$ cat config.mk
export PLATFORM = sky130hd
export DESIGN_NAME = stage_mem
export DESIGN_NICKNAME = d
export VERILOG_FILES = /design/src/rtl/stage_mem.sv
export SDC_FILE = /design/constraint.sdc
export NUM_CORES = 1
export LEC_CHECK = 0
export BUFFER_PORTS_ARGS = -buffer_cell sky130_fd_sc_hd__buf_2
export CAP_MARGIN = 20
export CORE_MARGIN = 1.5
export CORE_UTILIZATION = 45
export CTS_BUF_LIST = sky130_fd_sc_hd__clkbuf_2 sky130_fd_sc_hd__clkbuf_4 sky130_fd_sc_hd__clkbuf_8
export CTS_CLUSTER_DIAMETER = 100
export CTS_CLUSTER_SIZE = 30
export DETAILED_ROUTE_END_ITERATION = 10
export PLACE_DENSITY = 0.73
export SLEW_MARGIN = 20
export SYNTH_ARGS = -nofsm -noshare
export SYNTH_HDL_FRONTEND = slang
export SYNTH_SLANG_ARGS = --single-unit
$ cat constraint.sdc
create_clock -name clk -period 2.5 [get_ports clk]
set_input_delay 0 -clock clk [delete_from_list [all_inputs] [get_ports clk]]
set_output_delay 0 -clock clk [all_outputs]
set_load 0.05 [all_outputs]
$ cat src/rtl/stage_mem.sv
// -----------------------------------------------------------------------------
// stage_mem : memory-access stage of the 5-stage pipeline.
//
// Owns the EX/MEM register, issues load/store transfers on a req/ack bus with
// a bounded wait, steers store byte lanes, extracts/extends load data and
// drives the MEM/WB register. Also exports EX/MEM forwarding taps and the
// pipeline stall.
//
// Ports
//   clk, rst_n                 clock, asynchronous active-low reset
//   ex_*                       EX stage results (valid, ALU result/address,
//                              store data, rd, memory control, WB control)
//   mem_req/we/addr/wdata/wstrb  data bus request side
//   mem_rdata, mem_ack         data bus response side
//   stall_out                  freezes IF/ID/EX and the EX/MEM register
//   fw_data, fw_rd, fw_RegWrite  EX/MEM forwarding taps
//   wb_*                       MEM/WB register outputs
//   misalign_err, bus_err      single-cycle error pulses
// -----------------------------------------------------------------------------
module stage_mem #(
    parameter int DATA_W  = 32,
    parameter int REG_W   = 5,
    parameter int TIMEOUT = 16
) (
    input  logic              clk,
    input  logic              rst_n,
    input  logic              ex_valid,
    input  logic [DATA_W-1:0] ex_alu_result,
    input  logic [DATA_W-1:0] ex_store_data,
    input  logic [REG_W-1:0]  ex_rd,
    input  logic [4:0]        ex_mem_ctrl,
    input  logic [1:0]        ex_wb_ctrl,
    output logic              mem_req,
    output logic              mem_we,
    output logic [DATA_W-1:0] mem_addr,
    output logic [DATA_W-1:0] mem_wdata,
    output logic [3:0]        mem_wstrb,
    input  logic [DATA_W-1:0] mem_rdata,
    input  logic              mem_ack,
    output logic              stall_out,
    output logic [DATA_W-1:0] fw_data,
    output logic [REG_W-1:0]  fw_rd,
    output logic              fw_RegWrite,
    output logic              wb_valid,
    output logic [REG_W-1:0]  wb_rd,
    output logic              wb_RegWrite,
    output logic              wb_MemtoReg,
    output logic [DATA_W-1:0] wb_alu_data,
    output logic [DATA_W-1:0] wb_mem_data,
    output logic              misalign_err,
    output logic              bus_err
);

    localparam logic [0:0] S_IDLE   = 1'b0;
    localparam logic [0:0] S_ACCESS = 1'b1;
    localparam logic [7:0] TO_LAST  = 8'(TIMEOUT - 1);

    // funct3[1] selects word, else funct3[0] selects halfword, else byte;
    // funct3[2] selects zero extension for loads.
    function automatic logic [DATA_W-1:0] store_lanes(input logic [DATA_W-1:0] d,
                                                      input logic [2:0] f3);
        if (f3[1])      store_lanes = d;
        else if (f3[0]) store_lanes = {2{d[15:0]}};
        else            store_lanes = {4{d[7:0]}};
    endfunction

    function automatic logic [3:0] store_strb(input logic [1:0] a, input logic [2:0] f3);
        if (f3[1])      store_strb = 4'b1111;
        else if (f3[0]) store_strb = a[1] ? 4'b1100 : 4'b0011;
        else            store_strb = 4'b0001 << a;
    endfunction

    function automatic logic [DATA_W-1:0] load_extract(input logic [DATA_W-1:0] rd_data,
                                                       input logic [1:0] a,
                                                       input logic [2:0] f3);
        logic signed [7:0]  b;
        logic signed [15:0] h;
        b = rd_data[{a, 3'b000} +: 8];
        h = a[1] ? rd_data[31:16] : rd_data[15:0];
        if (f3[1])      load_extract = rd_data;
        else if (f3[0]) load_extract = f3[2] ? {16'b0, h} : {{16{h[15]}}, h};
        else            load_extract = f3[2] ? {24'b0, b} : {{24{b[7]}}, b};
    endfunction

    logic              vld_p0;
    logic [DATA_W-1:0] alu_p0;
    logic [DATA_W-1:0] sdata_p0;
    logic [REG_W-1:0]  rd_p0;
    logic [4:0]        mctrl_p0;
    logic [1:0]        wbctrl_p0;

    logic [0:0] state, state_nxt;
    logic [7:0] cnt;
    logic [7:0] cnt_cur;

    logic [2:0] f3;
    logic       is_load, is_store, mem_op, misaligned, go, timeout, retire;

    // ---- EX/MEM boundary ----
    always_ff @(posedge clk or negedge rst_n) begin
        if (!rst_n) begin
            vld_p0    <= 1'b0;
            alu_p0    <= '0;
            sdata_p0  <= '0;
            rd_p0     <= '0;
            mctrl_p0  <= '0;
            wbctrl_p0 <= '0;
        end else if (!stall_out) begin
            vld_p0    <= ex_valid;
            alu_p0    <= ex_alu_result;
            sdata_p0  <= ex_store_data;
            rd_p0     <= ex_rd;
            mctrl_p0  <= ex_mem_ctrl;
            wbctrl_p0 <= ex_wb_ctrl;
        end
    end

    assign f3         = mctrl_p0[4:2];
    assign is_load    = mctrl_p0[0];
    assign is_store   = mctrl_p0[1];
    assign mem_op     = vld_p0 & (is_load | is_store);
    assign misaligned = f3[1] ? (|alu_p0[1:0]) : (f3[0] & alu_p0[0]);
    // The request is combinational from the held instruction, so a memory op
    // is on the bus in its very first MEM cycle (IDLE enters ACCESS at once).
    assign go         = mem_op & ~misaligned;
    assign cnt_cur    = (state == S_ACCESS) ? cnt : 8'd0;
    assign timeout    = go & ~mem_ack & (cnt_cur == TO_LAST);
    // The timeout cycle releases the stall so the aborted op drains as a bubble.
    assign stall_out  = go & ~mem_ack & ~timeout;
    assign retire     = vld_p0 & ~(mem_op & misaligned) & ~timeout;

    assign mem_req      = go;
    assign mem_we       = go & is_store;
    assign mem_addr     = go ? {alu_p0[DATA_W-1:2], 2'b00} : '0;
    assign mem_wdata    = (go & is_store) ? store_lanes(sdata_p0, f3) : '0;
    assign mem_wstrb    = (go & is_store) ? store_strb(alu_p0[1:0], f3) : 4'b0000;
    assign misalign_err = mem_op & misaligned;
    assign bus_err      = timeout;

    assign fw_data     = alu_p0;
    assign fw_rd       = rd_p0;
    assign fw_RegWrite = wbctrl_p0[0] & vld_p0;

    always_comb begin
        state_nxt = state;
        case (state)
            S_IDLE:   if (stall_out)  state_nxt = S_ACCESS;
            S_ACCESS: if (!stall_out) state_nxt = S_IDLE;
            default:  state_nxt = S_IDLE;
        endcase
    end

    always_ff @(posedge clk or negedge rst_n) begin
        if (!rst_n) begin
            state <= S_IDLE;
            cnt   <= 8'd0;
        end else begin
            state <= state_nxt;
            cnt   <= stall_out ? cnt_cur + 8'd1 : 8'd0;
        end
    end

    // ---- MEM/WB boundary ----
    always_ff @(posedge clk or negedge rst_n) begin
        if (!rst_n) begin
            wb_valid    <= 1'b0;
            wb_rd       <= '0;
            wb_RegWrite <= 1'b0;
            wb_MemtoReg <= 1'b0;
            wb_alu_data <= '0;
            wb_mem_data <= '0;
        end else if (stall_out) begin
            wb_valid    <= 1'b0;
            wb_RegWrite <= 1'b0;
        end else begin
            wb_valid    <= retire;
            wb_RegWrite <= retire & wbctrl_p0[0];
            wb_MemtoReg <= wbctrl_p0[1];
            wb_rd       <= rd_p0;
            wb_alu_data <= alu_p0;
            if (go & is_load & mem_ack)
                wb_mem_data <= load_extract(mem_rdata, alu_p0[1:0], f3);
        end
    end

endmodule

======== Word level (Yosys, flattened, before mapping) ========
Cells that the tools add are included.
operators by class
  $add $sub $neg .......................... 1
  bitwise logic cells ..................... 20
  reductions and logical operators ........ 2
  equal/unequal tests ..................... 1
  $lt $le $gt $ge ......................... 0
  mux-type cells .......................... 19
  div/mod/pow operators ................... 0
  shift-type cells ........................ 2
  $mul .................................... 0
operators by type and width
  kind                 count
  $mux 32              8
  $shiftx 32x6->8      1
  $mux 16              1
  $mux 4               4
  $mux 8               2
  $and 1x1->1          14
  $add 8x1->8 const B  1
  $eq 8x4->1 const B   1
  $not 1->1            5
  $mux 1               4
  $shl 1x2->4 const A  1
  $reduce_and 2->1     1
  $reduce_or 2->1      1
  $or 1x1->1           1
storage, ports and cells
  memory bits (read-only) ................. 0
  bits of input ports ..................... 112
  output and inout port bits .............. 183
  logic and storage cells ................. 59
  memories ................................ 0
  memory bits (writable) .................. 0
  latch bits .............................. 0
  register bits after elaboration ......... 158

======== Longest topological paths before layout ========
Gate-level depths: netlist of run 1.
  depth in word-level cells ............... 10
  mapped depth ............................ 10
  gate-level depth less buffers ........... 8

======== Least setup slack after synthesis of run 1 ========
No wires, ideal clock.
  kind .................................... register -> output
  start point ............................. reg alu_p0[0], in the netlist fw_data[0]
  end point ............................... out bus_err
  arrival time ............................ 2,628 ps
  stages on the path, launching flop included .. 5
  buffers on the path ..................... 1
  data required time ...................... 2,500 ps
  slack ................................... -128 ps
  cell sequence ........................... dfrtp_1 buf_4 a21oi_2 o21ai_2 nor4_1
between the ends
  cells in the longest elaborated chain, start to end .. 6
  elaborated cells on any way between the ends .. 7
  those cells by class .................... mux: 1; bitwise: 5; reduce/logical: 1
ends and longest elaborated chain
  what                                            RTL line  source
  start, declared                                 86        logic [DATA_W-1:0] alu_p0;
  start signal, assigned                          110       alu_p0 <= ex_alu_result;
  $and 1x1->1 or $reduce_or 2->1 (tied branches)  122       assign misaligned = f3[1] ? (|alu_p0[1:0]) : (f3[0] & alu_p0[0]);
  $mux 1 (*)                                      122
  $not 1->1 (*)                                   125       assign go = mem_op & ~misaligned;
  $and 1x1->1 (*)                                 125
  $and 1x1->1 (*) (2 in a row)                    127       assign timeout = go & ~mem_ack & (cnt_cur == TO_LAST);
  end, declared                                   51        output logic bus_err
Mark *: on every way between the ends. The rest lies on a longest branch, timed or not.

======== Worst setup path in the final report of run 1 ========
  start point ............................. reg mctrl_p0[3]
  end point ............................... out mem_wdata[31]
between the ends
  cells in the longest elaborated chain, start to end .. 5
  elaborated cells on any way between the ends .. 6
  those cells by class .................... mux: 3; bitwise: 3
ends and longest elaborated chain
  what                    RTL line  source
  start, declared         89        logic [4:0] mctrl_p0;
  start signal, assigned  113       mctrl_p0 <= ex_mem_ctrl;
  $mux 1                  122
  $not 1->1               125
  $and 1x1->1             125
  $and 1x1->1             135       assign mem_wdata = (go & is_store) ? store_lanes(sdata_p0, f3) : '0;
  $mux 32 (*)             135
  end, declared           36        output logic [DATA_W-1:0] mem_wdata,
Marked as above.

==> results of run 1 <==
## final cells by class
| class | count | area, um^2 |
|---|---|---|
| fillers | 1290 | 5700 |
| flip-flops and latches | 158 | 3960 |
| multi-input cells | 446 | 3380 |
| repair buffers | 431 | 2830 |
| well taps | 220 | 275 |
| clock buffers | 17 | 234 |
| clock inverters | 14 | 135 |
| inverters | 5 | 18.8 |
## repair_timing
action,4_1_cts,5_1_grt
resized for setup,2,5
endpoints found under the setup margin,10,48
hold buffers,112,0
hold endpoints to repair,269,0
## worst paths after layout
check / from / slack [ns] / endpoint
max in group asynchronous: rst_n / 1.69 / fw_data[31]
min in group clk: ex_valid / 0.29 / vld_p0
hold / removal: rst_n / 0.06 / wb_mem_data[19]
setup reg to reg: mctrl_p0[2] / 0.19 / wb_mem_data[1]
setup / recovery: mctrl_p0[3] / 0.17 / mem_wdata[31]
hold reg to reg: wb_MemtoReg / 0.50 / wb_MemtoReg
## report_power, final
part	leakage [nW]	internal [mW]	switching, mW
clock network	0.187	0.803	1.02
logic	3.51	0.971	2.26
registers	1.85	2.94	0.260
## stage by stage
stage | setup WS (ns) | area (um^2) | util | instances
3_5_place_dp | 0.123 | 9320 | 0.564 | 1148
5_1_grt | 0.0217 | 10800 | 0.655 | 1291
4_1_cts | 0.0525 | 10800 | 0.654 | 1291
2_1_floorplan | 0.0902 | 7620 | - | 657
6_report | 0.175 | 10800 | 0.655 | 1291
3_3_place_gp | 0.162 | 9320 | 0.564 | 1148
## kinds of logic after synthesis
family	Yosys count
fa+ha+maj	1
xor+xnor	4
buf+inv	53
compound gates	89
other cells	1
mux	135
simple gates	215
flops	158
## critical path, stage by stage, from the launching register on
cell and delay (ns):
dfrtp_2 0.44, a21oi_2 0.31, or2_2 0.19, nand3_2 0.20, buf_4 0.27, nor2_1 0.17
buf_2 0.29
## layer usage
layer / share of wire / track usage
met5: 0 / 0
met2: 0.48 / 0.422
met3: 0.072 / 0.0613
met1: 0.42 / 0.318
met4: 0.026 / 0.107
## synthesized netlist by cell type (3+ instances only)
master and instances:
mux2_2 54, buf_4 6, nor4_1 3, clkbuf_1 29
mux2i_1 19, and3_1 41, nor2_1 65, a31o_2 7
a21oi_1 58, buf_6 9, dfrtp_1 158, inv_1 4
nand2_1 47, nand3_1 17, o21ai_0 4, xor2_1 3
o22ai_1 8, or2_2 9, mux2_4 61, and2_1 14
nand2b_1 9
## placed cells by master, fill, tap and decap left out, types with 2 or more instances in the layout
master	netlist	routed
buf_2	2	290
dfrtp_1	158	156
dlygate4sd3_1	0	112
nor2_1	65	65
mux2_4	61	61
a21oi_1	58	58
mux2_2	54	54
nand2_1	47	47
and3_1	41	41
buf_4	6	24
mux2i_1	19	19
clkbuf_8	0	17
nand3_1	17	16
and2_1	14	14
or2_2	9	9
nand2b_1	9	9
o22ai_1	8	8
a31o_2	7	7
o21ai_0	4	4
inv_6	0	4
inv_1	4	3
xor2_1	3	3
clkinv_2	0	3
buf_6	9	3
a21oi_2	2	2
o21a_1	2	2
or4_1	2	2
inv_2	1	2
nor2b_1	2	2
nor4_1	3	2
conb_1	1	2
clkinvlp_4	0	2
clkinv_4	0	2
inv_8	0	2
dfrtp_2	0	2
buf_12	0	2
## registers in the layout, summed over array words and instances, names as in the netlist
signal	count
wb_RegWrite	1
mctrl_p0	5
cnt	8
wb_valid	1
sdata_p0	32
wb_mem_data	32
fw_data	32
fw_rd	5
wb_rd	5
vld_p0	1
state	1
wb_MemtoReg	1
wbctrl_p0	2
wb_alu_data	32
==> impl_metrics.csv, run 1 <==
group,metric,value,unit
drt,viasPerCell,5.18,
yosys,synth-edff-count,0,
grt,grt_max_degree,52,
timing,fmax,430,MHz
timing,hold_ws,0.0551,ns
yosys,synth_seq_cells,158,
die,dieHeight,133,um
timing,clock_skew,0.0119,ns
setup_path,arrival,2.33,ns
place,place_congestion,0.847,
cells_and_area,diodes,0,
clock_tree,post_cts_buffers,0,
timing,fin_crit,2.33,ns
drt,drt-wirelength-per-cell,17.4,um
yosys,yosys-mux-area-fraction,0.228,
hold_path,hp-class,"in2async",
die,row_count,47,
power_and_ir_drop,total_power,8.26,mW
yosys,synth_top_family_by_area,"multiplexers",
die,io_pins,295,
timing,max_slew_margin,0.605,
place,place_hpwl,14.8,mm
drt,wl,22.4,mm
yosys,synth-simple-area-share,0.139,
setup_path,crit_fanout,12,
yosys,netlist_area,7610,um^2
setup_path,cp-start-kind,"flop",
timing,tightest_slew,0.592,ns
cells_and_area,final_nets,1172,
die,initial_core_util,0.460,
status,status,"completed",
die,core,16500,um^2
yosys,synth_cell_types,46,
clock_tree,cts.sinks,158,
yosys,seq_area_frac_synth,0.520,
clock_tree,cts_buffer_depth,2,
cells_and_area,final_layout_size_suffix_gt1_frac,0.460,
clock_tree,cts_tree,"built",
yosys,synth_top_area_cell,"dfrtp_1",
setup_path,worstSetupPathType,"reg2out",
power_and_ir_drop,ir_drop,491,uV
yosys,async_flop_share,1.00,
job,drv_cap,0,
drt,drt.antenna.violating_nets,0,
yosys,synth_compound_area_frac,0.0684,
timing,tns,0,ns
yosys,synth_warnings,0,
grt,grtUsageTotal,0.254,
clock_tree,cts_buffers,17,
setup_path,critPathCaptureType,"output pin",
yosys,netlist_instances,656,
drt,dr.pass1.iters,5,
clock_tree,root_buffer,"clkbuf_8",
die,dieArea,17700,um^2
yosys,synthXorXnorAreaFrac,0.00460,
timing,setup_viol_count_final,0,
timing,rsz0062_at_grt,"false",
cells_and_area,syn2layout_area_growth,42.3,%
grt,antenna_found_initial,0,
yosys,synthFlopType,"dfrtp_1",
yosys,postSynthAreaPerCell,11.6,um^2
die,fp.dieW,133,um
timing,slew_violations,0,
yosys,synthTopCellsByArea,"dfrtp_1 52%, mux2_4 12%, mux2_2 8.0%",
timing,period_share,0.930,
power_and_ir_drop,power.leakage,5.54,nW
timing,hold_violations,0,
drt,drc,0,
clock_tree,clk_pin_slew,0.09,ns
yosys,synth_top_area_share,0.520,
clock_tree,cts_max_level,4,
setup_path,required,2.50,ns
drt,drt_iter0_drc,339,
setup_path,r2r_cells,6,
drt,vias,6691,
place,io_buffers,292,
grt,grt-ovfl-total,0,
grt,grt_pass1_vias,6682,
grt,grt_pass1_wl,35.3,mm
yosys,yosys.area_share.adder,0.00164,
clock_tree,worstSkewPairLatency,0.45,ns
power_and_ir_drop,cellPowerDensity,763,nW/um^2
(Power assumes the default switching activity.)
==> run 2, diff against run 1 <==
- ABC_AREA: not set -> 1
==> run 2 against run 1 <==
  * Clock power is 8% higher
  * Worst hold slack better by 0.078 ns
  * Via count is 17% higher
  * First-iteration DRC count is 86% higher
  * Total power is 6.3% higher
  * Non-clock buffer count is 5 lower
  * Flip-flop and latch count stayed put
  * Synthesized cell count is 49% higher
  * Sequential power is 2% higher
  * Largest cell class unchanged
==> impl_metrics.csv, run 2 <==
group,metric,value,unit
setup_path,cp-start-kind,"flop",
grt,grt_pass1_wl,38.1,mm
timing,period_share,0.954,
drt,viasPerCell,4.88,
place,post_dp_cell_area,9060,um^2
place,place_congestion,0.844,
cells_and_area,final_common_cell,"nand2_1",
grt,grtUsageTotal,0.273,
cells_and_area,design_area,10700,um^2
timing,setup_viol_count_final,0,
yosys,synth-edff-count,0,
die,core,16100,um^2
power_and_ir_drop,cellPowerDensity,821,nW/um^2
yosys,postSynthAreaPerCell,7.63,um^2
cells_and_area,utilization,0.666,
die,initial_core_util,0.465,
drt,vias,7796,
drt,wl,23.2,mm
timing,hold_ws,0.133,ns
yosys,seq_area_frac_synth,0.530,
grt,antenna_found_initial,0,
yosys,synth_cell_types,30,
timing,max_slew_margin,0.543,
place,place_hpwl,15.2,mm
clock_tree,clk_pin_slew,0.09,ns
drt,dr.pass1.iters,5,
job,drv_cap,0,
drt,drt.antenna.violating_nets,0,
grt,grt-ovfl-total,0,
yosys,synthTopCellsByArea,"dfrtp_1 53%, nand2_1 18%, nor2_1 6.3%",
cells_and_area,layout_common_cells,"354 x nand2_1, 289 x buf_2, 156 x dfrtp_1, 126 x nor2_1, 115 x dlygate4sd3_1",
clock_tree,root_buffer,"clkbuf_8",
grt,grt_max_degree,93,
setup_path,max_stage_delay,0.52,ns
drt,drt_iter0_drc,632,
setup_path,crit_family,"flip-flops",
setup_path,required,2.50,ns
timing,fin_crit,2.38,ns
yosys,synth_seq_cells,158,
place,io_buffers,292,
power_and_ir_drop,ir_drop,566,uV
power_and_ir_drop,power.leakage,6.08,nW
yosys,netlist_top_cells_count,"355 x nand2_1, 158 x dfrtp_1, 126 x nor2_1",
clock_tree,cts.sinks,158,
setup_path,worstSetupPathType,"reg2out",
status,status,"completed",
die,dieHeight,132,um
yosys,synthMostInstantiatedCell,"nand2_1",
clock_tree,cts_buffers,17,
setup_path,crit_fanout,8,
drt,drt-wirelength-per-cell,14.5,um
clock_tree,cts_max_level,4,
clock_tree,worstSkewPairLatency,0.45,ns
timing,clock_skew,0.0135,ns
timing,tightest_slew,0.685,ns
yosys,async_flop_share,1.00,
clock_tree,cts_buffer_depth,2,
yosys,netlist_area,7460,um^2
timing,fmax,419,MHz
power_and_ir_drop,total_power,8.78,mW
cells_and_area,syn2layout_area_growth,43.4,%
yosys,synth_top_area_share,0.530,
yosys,netlist_instances,978,
setup_path,crit_buf_inv,2,
cells_and_area,diodes,0,
die,io_pins,295,
timing,hold_violations,0,
yosys,synth_warnings,0,
drt,drc,0,
hold_path,hp-class,"in2async",
grt,grt_pass1_vias,7725,
yosys,synthFlopType,"dfrtp_1",
setup_path,cp_cell_sequence,"o21ai_4 -> nand3_4 -> nor2_4 -> buf_4 -> nand2_1 -> a21oi_1 -> buf_2",
cells_and_area,final_nets,1482,
clock_tree,cts_tree,"built",
setup_path,critPathCaptureType,"output pin",
yosys,synth_top_area_cell,"dfrtp_1",
die,dieArea,17400,um^2
setup_path,crit_slowest_cell,"dfrtp_1",
cells_and_area,final_layout_size_suffix_gt1_frac,0.270,
timing,slew_violations,0,
setup_path,arrival,2.38,ns
die,row_count,46,
die,fp.dieW,132,um
## run 2: changes by cell type in the layout (fill, tap and decap cells not counted), sizes merged, moves of 9 or more
cell / previous run / this run
mux2i: 19 / 0
inv: 11 / 108
and2: 14 / 0
nand2b: 9 / 0
and3: 41 / 0
mux2: 115 / 0
o21ai: 6 / 80
nor2: 66 / 129
nand2: 47 / 356
## run 2: path summary, 6_finish.rpt
path	startpoint	to	slack, ns	depth (start not counted)
setup / recovery	fw_data[0]	mem_wdata[15]	0.12	7
hold / removal	rst_n	fw_data[4]	0.13	2
setup reg to reg	fw_data[1]	wb_mem_data[14]	0.21	9
hold reg to reg	wb_rd[3]	wb_rd[3]	0.47	2
max in group asynchronous	rst_n	fw_data[28]	1.52	3
min in group clk	ex_valid	vld_p0	0.29	3
## run 2: cell families (layout without fill, tap and decap cells)
group           after synthesis  after routing  share of synthesized area
simple gates                508            508                      0.266
buf+inv                     159            562                     0.0926
flops                       158            158                      0.530
compound gates              149            149                      0.107
xor+xnor                      2              2                    0.00235
fa+ha+maj                     1              1                    0.00168
other cells                   1              2                   0.000503
## run 2: metal layers
| layer | vias up | GRT usage | part of all wire |
|---|---|---|---|
| met4 | 0 | 0.119 | 0.030 |
| met3 | 55 | 0.0561 | 0.070 |
| met1 | 3588 | 0.347 | 0.41 |
| li1 | 3777 | - | - |
| met2 | 376 | 0.453 | 0.48 |
| met5 | - | 0 | 0 |
## run 2: worst reg2reg max path: stages (launching register included)
cell	delay [ns]
dfrtp_1	0.42
buf_4	0.24
inv_1	0.34
nand2_1	0.10
nand2_1	0.09
nand3_1	0.26
nand2_1	0.14
nand2_1	0.05
dlygate4sd3_1	0.55
nand2_1	0.06
## run 2: layout make-up
type / instances / area, um^2
flip-flops and latches: 158 / 3960
fillers: 1284 / 5360
clock buffers: 19 / 255
repair buffers: 426 / 2820
repair inverters: 1 / 7.51
inverters: 103 / 395
clock inverters: 13 / 155
multi-input cells: 662 / 2840
well taps: 216 / 270
## run 2: metrics by stage
stage,setup TNS (ns),setup WS (ns),instances
global placement,0,0.271,1444
detailed placement,0,0.116,1444
finish,0,0.116,1598
floorplan,0,0.0969,979
global route,-0.0121,-0.0114,1598
CTS,-0.0185,-0.0185,1595
## run 2: timing repair
action,4_1_cts,5_1_grt
setup buffers,3,3
setup endpoints to repair,12,23
hold buffers,115,0
endpoints found under the hold margin,185,0
pin swaps,0,2
gates cloned,1,0
gates resized for setup,6,3
## run 2: where the power goes
part           total [mW]  switching (mW)  leakage (nW)  internal [mW]
combinational        3.52            2.68          3.99          0.848
sequential           3.28           0.272          1.89           3.00
clock                1.98            1.03         0.200          0.951
==> run 3, diff against run 2 <==
- ABC_AREA: 1 -> not set
- CORE_MARGIN: 1.5 -> 8
==> run 3 against run 2 <==
  * Combinational power down 6.8%
  * Sequential share of layout area down 0.46 points
  * First-iteration DRC count down 39%
  * Largest cell class unchanged
  * Register-to-register slack about the same
==> impl_metrics.csv, run 3 (synthesized netlist as in run 1, its figures left out) <==
group,metric,value,unit
clock_tree,root_buffer,"clkbuf_8",
drt,dr.pass1.iters,5,
timing,period_share,0.933,
setup_path,r2r_cells,9,
place,io_buffers,292,
grt,grt_pass1_wl,40.6,mm
clock_tree,cts_buffer_depth,2,
clock_tree,post_cts_buffers,0,
drt,wl,25.8,mm
die,io_pins,295,
timing,slew_violations,0,
setup_path,r2r_slack,0.22,ns
clock_tree,cts_buffers,17,
hold_path,hp-class,"in2async",
setup_path,critPathCaptureType,"output pin",
setup_path,critPathLaunch,"state",
setup_path,path_depth,9,
power_and_ir_drop,power.leakage,5.52,nW
timing,fin_crit,2.33,ns
setup_path,max_stage_delay,0.47,ns
die,dieArea,21300,um^2
timing,rsz0062_at_grt,"false",
drt,drt_iter0_drc,384,
setup_path,cp-start-kind,"flop",
timing,tns,0,ns
timing,clock_skew,0.0125,ns
setup_path,arrival,2.33,ns
cells_and_area,final_common_cell,"buf_2",
setup_path,r2r_end,"wb_alu_data[3]",
setup_path,worstSetupPathType,"reg2out",
grt,busiest_layer,"met2",
drt,viasPerCell,5.27,
setup_path,crit_slowest_cell,"dfrtp_2",
status,status,"completed",
job,drv_cap,0,
grt,grtUsageMet3,0.0788,
grt,grtUsageTotal,0.237,
setup_path,worstSetupEndpoint,"stall_out",
timing,fmax,429,MHz
grt,antenna_found_initial,3,
cells_and_area,final_nets,1169,
timing,tightest_slew,0.572,ns
place,dp.cells,1146,
drt,drt-wirelength-per-cell,20.0,um
grt,met2_usage,0.399,
grt,grtUsageMet1,0.275,
grt,grt_pass1_vias,7419,
setup_path,crit_fanout,31,
setup_path,required,2.50,ns
cells_and_area,final_layout_size_suffix_gt1_frac,0.461,
drt,drc,0,
die,initial_core_util,0.459,
timing,hold_violations,0,
timing,setup_viol_count_final,0,
place,place_hpwl,17.4,mm
drt,drt.antenna.violating_nets,0,
cells_and_area,layout_common_cells,"290 x buf_2, 156 x dfrtp_1, 111 x dlygate4sd3_1, 65 x nor2_1, 61 x mux2_4",
clock_tree,clk_pin_slew,0.08,ns
grt,grt_max_degree,72,
cells_and_area,instances_no_fill,1290,
clock_tree,cts_max_level,4,
die,dieHeight,146,um
timing,max_slew_margin,0.619,
die,row_count,47,
clock_tree,cts_tree,"built",
clock_tree,worstSkewPairLatency,0.44,ns
place,place_congestion,0.885,
power_and_ir_drop,ir_drop,417,uV
drt,vias,6792,
power_and_ir_drop,cellPowerDensity,765,nW/um^2
die,core,16600,um^2
setup_path,crit-reg2reg-launch,"state",
die,fp.dieW,146,um
setup_path,cp_cell_sequence,"nand2_2 -> inv_1 -> ha_1 -> nand4_1 -> nor2_1 -> or3_4 -> inv_2 -> buf_12 -> buf_6",
setup_path,crit_family,"simple AND/OR/NAND/NOR gates",
cells_and_area,syn2layout_area_growth,42.3,%
setup_path,crit_buf_inv,4,
clock_tree,cts.sinks,158,
grt,grt-ovfl-total,0,
==> run 3: changes by cell type in the layout (fill, tap and decap cells not counted), sizes merged, moves of 14 or more <==
cell	before	now
nand2	356	47
mux2	0	115
inv	108	6
o21ai	80	6
nor2	129	66
and3	0	41
mux2i	0	19
and2	0	14
==> run 3: layout make-up <==
| class | count | area [um^2] |
|---|---|---|
| Timing Repair Buffer | 428 | 2810 |
| Antenna cell | 3 | 7.51 |
| Inverter | 5 | 22.5 |
| Clock buffer | 21 | 277 |
| Clock inverter | 9 | 87.6 |
| Fill cell | 1307 | 5750 |
| Tap cell | 220 | 275 |
| Multi-Input combinational cell | 446 | 3390 |
| Sequential cell | 158 | 3960 |
==> run 3: stage by stage <==
step / util / total power, mW / cell area, um^2 / hold slack [ns] / worst slack (ns)
after detailed placement: 0.561 / 6.37 / 9300 / 0.00628 / 0.0608
after global placement: 0.561 / 6.33 / 9300 / 0.0129 / 0.124
after CTS: 0.651 / 8.32 / 10800 / 0.0756 / 0.000675
after global routing: 0.653 / 8.66 / 10800 / 0.0896 / 0.0212
final: 0.653 / 8.29 / 10800 / 0.0980 / 0.167
after floorplan: - / 5.50 / 7620 / -0.296 / 0.0902
==> run 3: per-layer routing <==
layer  vias to the layer above  part of all wire
li1                       3086                 -
met1                      3309              0.40
met2                       344              0.49
met3                        53             0.086
met4                         0             0.027
met5                         -                 0
==> run 3: power breakdown <==
part           leakage (nW)  internal, mW  total [mW]  switching, mW
registers              1.85          2.94        3.22          0.277
logic                  3.50         0.963        3.28           2.32
clock network         0.177         0.854        1.78          0.930
==> run 3: how the worst min path moves through the flow <==
stage	endpoint	depth (start not counted)	slack, ns	start
CTS	wb_mem_data[1]	2	0.08	rst_n
finish	wb_mem_data[1]	2	0.1	rst_n
global placement	wb_mem_data[1]	1	0.01	rst_n
detailed placement	wb_mem_data[1]	1	0.006	rst_n
floorplan	cnt[0]	0	-0.30	rst_n
global route	sdata_p0[23]	2	0.09	rst_n
==> run 3: repair_timing <==
| action | CTS | global route |
|---|---|---|
| endpoints found under the setup margin | 11 | 49 |
| hold endpoints to repair | 170 | 0 |
| resized for setup | 4 | 8 |
| hold buffers | 111 | 0 |
==> run 3: worst register-to-register path: stages, from the launching register on <==
cell,delay (ns)
dfrtp_2,0.47
nand2_2,0.12
inv_1,0.06
ha_1,0.22
nand4_1,0.11
nor2_1,0.05
or3_4,0.34
inv_2,0.10
buf_4,0.28
mux2_2,0.39
